## config.mk

```make
export PLATFORM = sky130hd
export DESIGN_NAME = mem_arbiter
export DESIGN_NICKNAME = d
export VERILOG_FILES = /design/src/rtl/mem_arbiter.sv
export SDC_FILE = /design/constraint.sdc
export NUM_CORES = 1
export LEC_CHECK = 0
export ABC_AREA = 1
export ABC_CLOCK_PERIOD_IN_PS = 1700
export BUFFER_PORTS_ARGS = -buffer_cell sky130_fd_sc_hd__buf_2
export CAP_MARGIN = 20
export CORE_MARGIN = 8
export CORE_UTILIZATION = 47
export CTS_CLUSTER_DIAMETER = 40
export DETAILED_ROUTE_END_ITERATION = 6
export HOLD_SLACK_MARGIN = 0.08
export PLACE_DENSITY = 0.9
export SLEW_MARGIN = 20
export SYNTH_ARGS = -nofsm -noshare
export SYNTH_HDL_FRONTEND = slang
export SYNTH_SLANG_ARGS = --single-unit
```

## constraint.sdc

```tcl
create_clock -name clk -period 1.7 [get_ports clk]
set_input_delay 0.17 -clock clk [delete_from_list [all_inputs] [get_ports clk]]
set_output_delay 0.17 -clock clk [all_outputs]
set_load 0.01 [all_outputs]
```

## src/rtl/mem_arbiter.sv

```systemverilog
// Two-master arbiter serialising requests onto one memory port with a fixed WAIT-cycle access window.
// Optional feature: define MEM_ARB_RR_EN for round-robin tie-break (default build is fixed priority, m0 wins).
module mem_arbiter #(
    parameter int AW   = 32,
    parameter int DW   = 32,
    parameter int WAIT = 2
) (
    input  logic          clk,
    input  logic          rst_n,
    input  logic          m0_req,
    input  logic          m0_we,
    input  logic [AW-1:0] m0_addr,
    input  logic [DW-1:0] m0_wdata,
    output logic [DW-1:0] m0_rdata,
    output logic          m0_ack,
    input  logic          m1_req,
    input  logic          m1_we,
    input  logic [AW-1:0] m1_addr,
    input  logic [DW-1:0] m1_wdata,
    output logic [DW-1:0] m1_rdata,
    output logic          m1_ack,
    output logic          mem_rd,
    output logic          mem_wr,
    output logic [AW-1:0] mem_addr,
    output logic [DW-1:0] mem_wdata,
    input  logic [DW-1:0] mem_rdata
);

    typedef enum logic [1:0] {
        ST_IDLE   = 2'd0,
        ST_ACCESS = 2'd1,
        ST_RESP   = 2'd2
    } state_t;

    localparam logic [3:0] CNT_INIT = 4'(WAIT - 1);

    state_t        state_q, state_d;
    logic [3:0]    cnt_q, cnt_d;
    logic          we_q, we_d;
    logic [AW-1:0] addr_q, addr_d;
    logic [DW-1:0] wdata_q, wdata_d;
    logic [DW-1:0] rdata0_q, rdata0_d;
    logic [DW-1:0] rdata1_q, rdata1_d;
    logic          last_grant_q, last_grant_d;
    logic          grant_s;

    // Arbitration: pick the winner index among the live requests
    always_comb begin
        grant_s = 1'b0;
        if (m0_req && m1_req) begin
`ifdef MEM_ARB_RR_EN
            grant_s = ~last_grant_q;
`else
            grant_s = 1'b0;
`endif
        end else if (m1_req) begin
            grant_s = 1'b1;
        end else begin
            grant_s = 1'b0;
        end
    end

    // Next-state and datapath update; last_grant_q doubles as the index of the master being served
    always_comb begin
        state_d      = state_q;
        cnt_d        = cnt_q;
        we_d         = we_q;
        addr_d       = addr_q;
        wdata_d      = wdata_q;
        rdata0_d     = rdata0_q;
        rdata1_d     = rdata1_q;
        last_grant_d = last_grant_q;
        case (state_q)
            ST_IDLE: begin
                if (m0_req || m1_req) begin
                    last_grant_d = grant_s;
                    we_d         = grant_s ? m1_we    : m0_we;
                    addr_d       = grant_s ? m1_addr  : m0_addr;
                    wdata_d      = grant_s ? m1_wdata : m0_wdata;
                    cnt_d        = CNT_INIT;
                    state_d      = ST_ACCESS;
                end else begin
                    state_d = ST_IDLE;
                end
            end
            ST_ACCESS: begin
                if (cnt_q == 4'd0) begin
                    if (!we_q && !last_grant_q) begin
                        rdata0_d = mem_rdata;
                    end else if (!we_q && last_grant_q) begin
                        rdata1_d = mem_rdata;
                    end else begin
                        rdata0_d = rdata0_q;
                    end
                    state_d = ST_RESP;
                end else begin
                    cnt_d = cnt_q - 4'd1;
                end
            end
            ST_RESP: begin
                state_d = ST_IDLE;
            end
            default: begin
                state_d = ST_IDLE;
            end
        endcase
    end

    // State and datapath registers
    always_ff @(posedge clk or negedge rst_n) begin
        if (!rst_n) begin
            state_q      <= ST_IDLE;
            cnt_q        <= 4'd0;
            we_q         <= 1'b0;
            addr_q       <= {AW{1'b0}};
            wdata_q      <= {DW{1'b0}};
            rdata0_q     <= {DW{1'b0}};
            rdata1_q     <= {DW{1'b0}};
            last_grant_q <= 1'b1;
        end else begin
            state_q      <= state_d;
            cnt_q        <= cnt_d;
            we_q         <= we_d;
            addr_q       <= addr_d;
            wdata_q      <= wdata_d;
            rdata0_q     <= rdata0_d;
            rdata1_q     <= rdata1_d;
            last_grant_q <= last_grant_d;
        end
    end

    assign mem_rd    = (state_q == ST_ACCESS) && !we_q;
    assign mem_wr    = (state_q == ST_ACCESS) && we_q;
    assign mem_addr  = addr_q;
    assign mem_wdata = wdata_q;
    assign m0_ack    = (state_q == ST_RESP) && !last_grant_q;
    assign m1_ack    = (state_q == ST_RESP) && last_grant_q;
    assign m0_rdata  = rdata0_q;
    assign m1_rdata  = rdata1_q;

endmodule

```

==> results of run 1 <==
==> repair_timing <==
| item | 4_1_cts | 5_1_grt |
|---|---|---|
| hold buffers | 161 | 0 |
| setup endpoints to repair | 0 | 46 |
| hold endpoints to repair | 200 | 0 |
| resized for setup | 0 | 1 |
| setup buffers | 0 | 2 |
==> cell families after synthesis <==
group,count (synthesis)
AND/OR/NAND/NOR,219
XOR/XNOR,1
flip-flops,136
AO/OA/AOI/OAI,200
buffers and inverters,89
adder cells (fa/ha/maj),2
==> Yosys cell counts, drive strengths merged <==
cell	n
a21oi	130
o21ai	69
buf	36
ha	2
nand2	72
inv	42
xor2	1
nand3	69
nor3	2
clkbuf	11
nand4	1
dfrtp	135
dfstp	1
a22oi	1
nor2	75
==> worst max-delay path, cell delays in order <==
cell,delay [ps]
dlygate4sd3_1,550
buf_2,170
o21ai_4,370
inv_2,120
buf_12,200
nor2_1,260
a21oi_1,90
==> layout make-up <==
cell class                      instances  area share
Sequential cell                       136       0.339
Timing Repair Buffer                  480       0.337
Multi-Input combinational cell        423       0.230
Clock buffer                           17      0.0424
Tap cell                              176      0.0220
Inverter                               42      0.0157
Clock inverter                         15      0.0129
Antenna cell                            2    0.000499
==> routing by layer <==
metal,global-route usage,vias up,share of wire
met4,0.221,0,0.069
met5,0,-,0
li1,-,3083,-
met2,0.510,671,0.46
met1,0.351,3344,0.33
met3,0.121,171,0.13
==> stage by stage <==
stage	total power, W	cell area, um2	TNS, ps	setup WS (ps)
after global routing	0.0183	10000	-68.0	-68.0
after global placement	0.0126	7830	0	192
final	0.0174	10000	0	22.4
after detailed placement	0.0129	7830	0	121
after floorplan	0.00996	6160	0	360
after CTS	0.0167	10000	0	52.8
==> registers in the layout, indices dropped and copies added (netlist names) <==
signal        count
m1_rdata         32
m0_rdata         32
last_grant_q      1
mem_wdata        32
we_q              1
mem_addr         32
cnt_q             4
state_q           2
==> final timing paths <==
path                         startpoint       endpoint  slack, ps  depth (start not counted)
max                              m0_req   mem_wdata[5]         20                          7
min                        m0_wdata[19]  mem_wdata[19]        110                          3
max reg2reg                  state_q[0]   mem_addr[21]         70                          5
min reg2reg                m1_rdata[26]   m1_rdata[26]        490                          2
max in group asynchronous         rst_n   last_grant_q        780                          3
min in group asynchronous         rst_n   m0_rdata[11]        280                          2
==> power by group <==
group	switching, W	internal [W]	leakage (nW)
clock	0.00147	0.00201	0.265
combinational	0.00473	0.00309	3.05
sequential	0.00124	0.00492	1.57
total	0.00743	0.0100	4.89
==> run_results.csv, run 1 <==
group,metric,value,unit
synth,syn_area_per_cell,9.52,um2
synth,synth-simple-area-share,0.171,
sta,whs,106,ps
global_route,track_usage,0.321,
synth,syn-cell-area,0.00616,mm2
global_route,grt_overflow,0,
synth,synth_compound_area_frac,0.194,
sta,tightest_slew,654,ps
synth,netlist.area_leader.share,0.548,
power,pwr_density_cell,1740,mW/mm2
synth,synthXorXnorAreaFrac,0.00142,
global_route,grt_max_degree,62,
status,outcome,"finished clean",
clock_network,htreeDepth,4,
synth,synth_top_family_by_area,"compound AO/OA/AOI/OAI gates",
critical_path,cp_data_required_time,1980,ps
sta,max_clock_freq,596,MHz
finish,syn2layout_area_growth,62.8,%
routing,drcViolationCount,0,
clock_network,numClockSinks,136,
die,die_x,130,um
die,io_pins,298,
synth,ys_warn_count,0,
power,peakVddDrop,788,uV
sta,timing.final.max_slew_violations,0,
worst_hold_path,hold_path_class,"in -> reg",
global_route,grt_pass1_wl,41800,um
synth,synth.area.mux_share,0,
clock_network,insertion_delay,420,ps
clock_network,numCtsBuffers,17,
clock_network,tritoncts,"done",
finish,final_cell_mix,"buf_2 (296), dlygate4sd3_1 (161), dfrtp_1 (135)",
critical_path,worstPathMaxFanout,41,
placement,dp_hpwl,14800,um
routing,wl_per_cell,21.5,um
synth,synth_fa_ha_area_frac,0.00406,
placement,placed_cells,1093,
routing,drtIter0Drc,766,
critical_path,worstSetupPathType,"in -> reg",
sta,setup_violations,0,
synth,synthCells,647,
finish,multiInputGateArea,0.00230,mm2
critical_path,endpoint_kind,"flip-flop",
sta,fin_crit,1680,ps
synth,yosysSeqAreaShare,0.553,
die,initial_core_util,0.473,
synth,yosys.area.top_type,"dfrtp_1",
placement,port_buffers,297,
finish,ff_latch_area,0.00340,mm2
run,drv_cap,0,
die,rows,42,
synth,synthDistinctLibCells,24,
power,power_leakage,4.89,nW
placement,gp_congestion,0.823,
routing,drt-vias-per-instance,5.63,
sta,period_share,0.987,
global_route,grt_pass1_vias,7676,
finish,drive_above_1_share,0.409,
synth,synth_nets,815,
sta,maxSlewHeadroom,0.564,
synth,netlist_top_cells_area,"dfrtp_1 (55%), a21oi_1 (11%), o21ai_2 (7.3%)",
critical_path,start_kind,"input port",
sta,clock_skew,10.3,ps
finish,final_util,0.769,
clock_network,clk_pin_slew,60,ps
finish,layout.nets,1268,
sta,finalHoldViolations,0,
critical_path,worstPathArrival,1960,ps
die,coreArea,0.0130,mm2
routing,vias,7269,
finish,nFillCells,742,
finish,final_common_cell,"buf_2",
die,die_h,130,um
clock_network,cts_root_buf,"clkbuf_16",
routing,routed_wl,27800,um
global_route,antenna_found_initial,2,
clock_network,cts_buffer_depth,2,
die,die_area,0.0170,mm2
routing,drtPass1Iterations,5,
routing,ant_nets,0,
synth,synth_seq_cells,136,
finish,layoutNonFillerInstCount,1291,
(Power assumes the default switching activity.)
==> inputs of run 2 (changes only) <==
--- a/config.mk
+++ b/config.mk
@@ -6,9 +6,9 @@
 export NUM_CORES = 1
 export LEC_CHECK = 0
 export ABC_AREA = 1
-export ABC_CLOCK_PERIOD_IN_PS = 1700
+export ABC_CLOCK_PERIOD_IN_PS = 1800
 export BUFFER_PORTS_ARGS = -buffer_cell sky130_fd_sc_hd__buf_2
-export CAP_MARGIN = 20
+export CAP_MARGIN = 10
 export CORE_MARGIN = 8
 export CORE_UTILIZATION = 47
 export CTS_CLUSTER_DIAMETER = 40
==> constraint.sdc (replaced) <==
create_clock -name clk -period 1.8 [get_ports clk]
set_input_delay 0.18 -clock clk [delete_from_list [all_inputs] [get_ports clk]]
set_output_delay 0.18 -clock clk [all_outputs]
set_load 0.01 [all_outputs]
==> run_results.csv, run 2 (synthesis gave the netlist of run 1 again) <==
group,metric,value,unit
critical_path,worstPathMaxFanout,35,
placement,pre_cts_ws,160,ps
global_route,grt_max_degree,64,
placement,placed_cells,1097,
clock_network,htreeDepth,4,
critical_path,worstPathArrival,1960,ps
global_route,grt_pass1_wl,41900,um
global_route,grt_overflow,0,
routing,drtIter0Drc,897,
sta,finalHoldViolations,0,
placement,dp_hpwl,15000,um
finish,syn2layout_area_growth,64.1,%
routing,vias,7413,
routing,wl_per_cell,21.5,um
critical_path,start_kind,"flip-flop",
clock_network,numClockSinks,136,
sta,rsz0062_at_grt,"no",
critical_path,rr_startpoint,"state_q[0]",
sta,fin_crit,1660,ps
routing,drcViolationCount,0,
sta,period_share,0.924,
placement,port_buffers,297,
finish,layout.nets,1276,
sta,max_clock_freq,601,MHz
sta,timing.final.max_slew_violations,0,
routing,drt-vias-per-instance,5.71,
placement,gp_congestion,0.862,
clock_network,insertion_delay,420,ps
finish,drive_above_1_share,0.410,
critical_path,path_buf_inv,2,
finish,layoutNonFillerInstCount,1299,
die,rows,42,
sta,maxSlewHeadroom,0.621,
die,die_x,130,um
critical_path,critPathTopFamily,"buffers and inverters",
sta,clock_skew,9.14,ps
global_route,grt_pass1_vias,7593,
power,power_leakage,4.94,nW
finish,final_cell_mix,"buf_2 (296), dlygate4sd3_1 (162), dfrtp_1 (135)",
status,outcome,"finished clean",
critical_path,worstSetupPathType,"reg -> reg",
die,initial_core_util,0.473,
die,io_pins,298,
clock_network,cts_buffer_depth,2,
critical_path,worstPathCellList,"nor2_2 -> o21ai_4 -> inv_2 -> buf_12 -> nor2_1 -> a21oi_1",
critical_path,cp_data_required_time,2100,ps
die,die_area,0.0170,mm2
die,coreArea,0.0130,mm2
critical_path,endpoint_kind,"flip-flop",
routing,drtPass1Iterations,6,
clock_network,numCtsBuffers,17,
sta,setup_violations,0,
finish,final_common_cell,"buf_2",
die,die_h,130,um
sta,whs,105,ps
finish,nFillCells,699,
clock_network,cts_root_buf,"clkbuf_16",
clock_network,clk_pin_slew,60,ps
routing,ant_nets,0,
finish,final_util,0.776,
worst_hold_path,hp-start,"m1_wdata[19]",
global_route,track_usage,0.322,
global_route,antenna_found_initial,0,
sta,tightest_slew,569,ps
critical_path,worst_path_largest_cell_delay,430,ps
power,pwr_density_cell,1660,mW/mm2
critical_path,worst_path_max_delay_cell,"dfrtp_1",
critical_path,crit_start,"state_q[0]",
worst_hold_path,hold_path_class,"in -> reg",
run,drv_cap,0,
routing,routed_wl,27900,um
sta,fin_setup_tns,0,ps
sta,setup_slack,136,ps
clock_network,tritoncts,"done",
power,peakVddDrop,868,uV
==> run 2: power breakdown <==
group / internal, W / switching, W / total (W)
Sequential: 0.00464 / 0.00120 / 0.00584
Clock: 0.00219 / 0.00139 / 0.00358
Combinational: 0.00289 / 0.00444 / 0.00734
==> run 2: tightest hold or removal path: stages <==
cell and delay [ps]:
buf_2 100, nand3_1 120, a21oi_1 80
==> run 2: final cells by class <==
class | instances | area (um2) | share of cell area
antenna | 2 | 5.00 | 0.000495
clock buffer | 18 | 429 | 0.0425
clock inverter | 14 | 174 | 0.0172
inverter | 42 | 158 | 0.0156
multi-input combinational | 422 | 2290 | 0.227
sequential | 136 | 3400 | 0.337
tap | 176 | 220 | 0.0218
timing repair buffer | 489 | 3430 | 0.339
==> run 2: through the flow <==
step / area [um2] / total power, W
2_1_floorplan: 6160 / 0.00941
3_3_place_gp: 7840 / 0.0119
3_5_place_dp: 7840 / 0.0122
4_1_cts: 10100 / 0.0161
5_1_grt: 10100 / 0.0176
6_report: 10100 / 0.0168
==> run 2: path summary, 6_finish.rpt <==
path	end	slack [ps]	depth (start not counted)
worst max-delay path	mem_wdata[27]	140	6
max in group asynchronous	last_grant_q	850	3
worst max register to register	mem_wdata[27]	140	6
min in group asynchronous	m0_rdata[10]	290	2
worst min-delay path	mem_wdata[19]	100	3
worst min register to register	m1_rdata[8]	490	2
==> run 2: routing by layer <==
metal,wire [um],part of all wire,global-route usage
met5,0,0,0
met4,1980,0.071,0.229
met3,3480,0.12,0.105
met2,13100,0.47,0.521
met1,9310,0.33,0.353
==> run 2: what timing repair did <==
item	CTS	global route
hold buffers	162	0
endpoints found under the setup margin	0	1
resized for setup	0	0
endpoints found under the hold margin	194	0
setup buffers	0	6
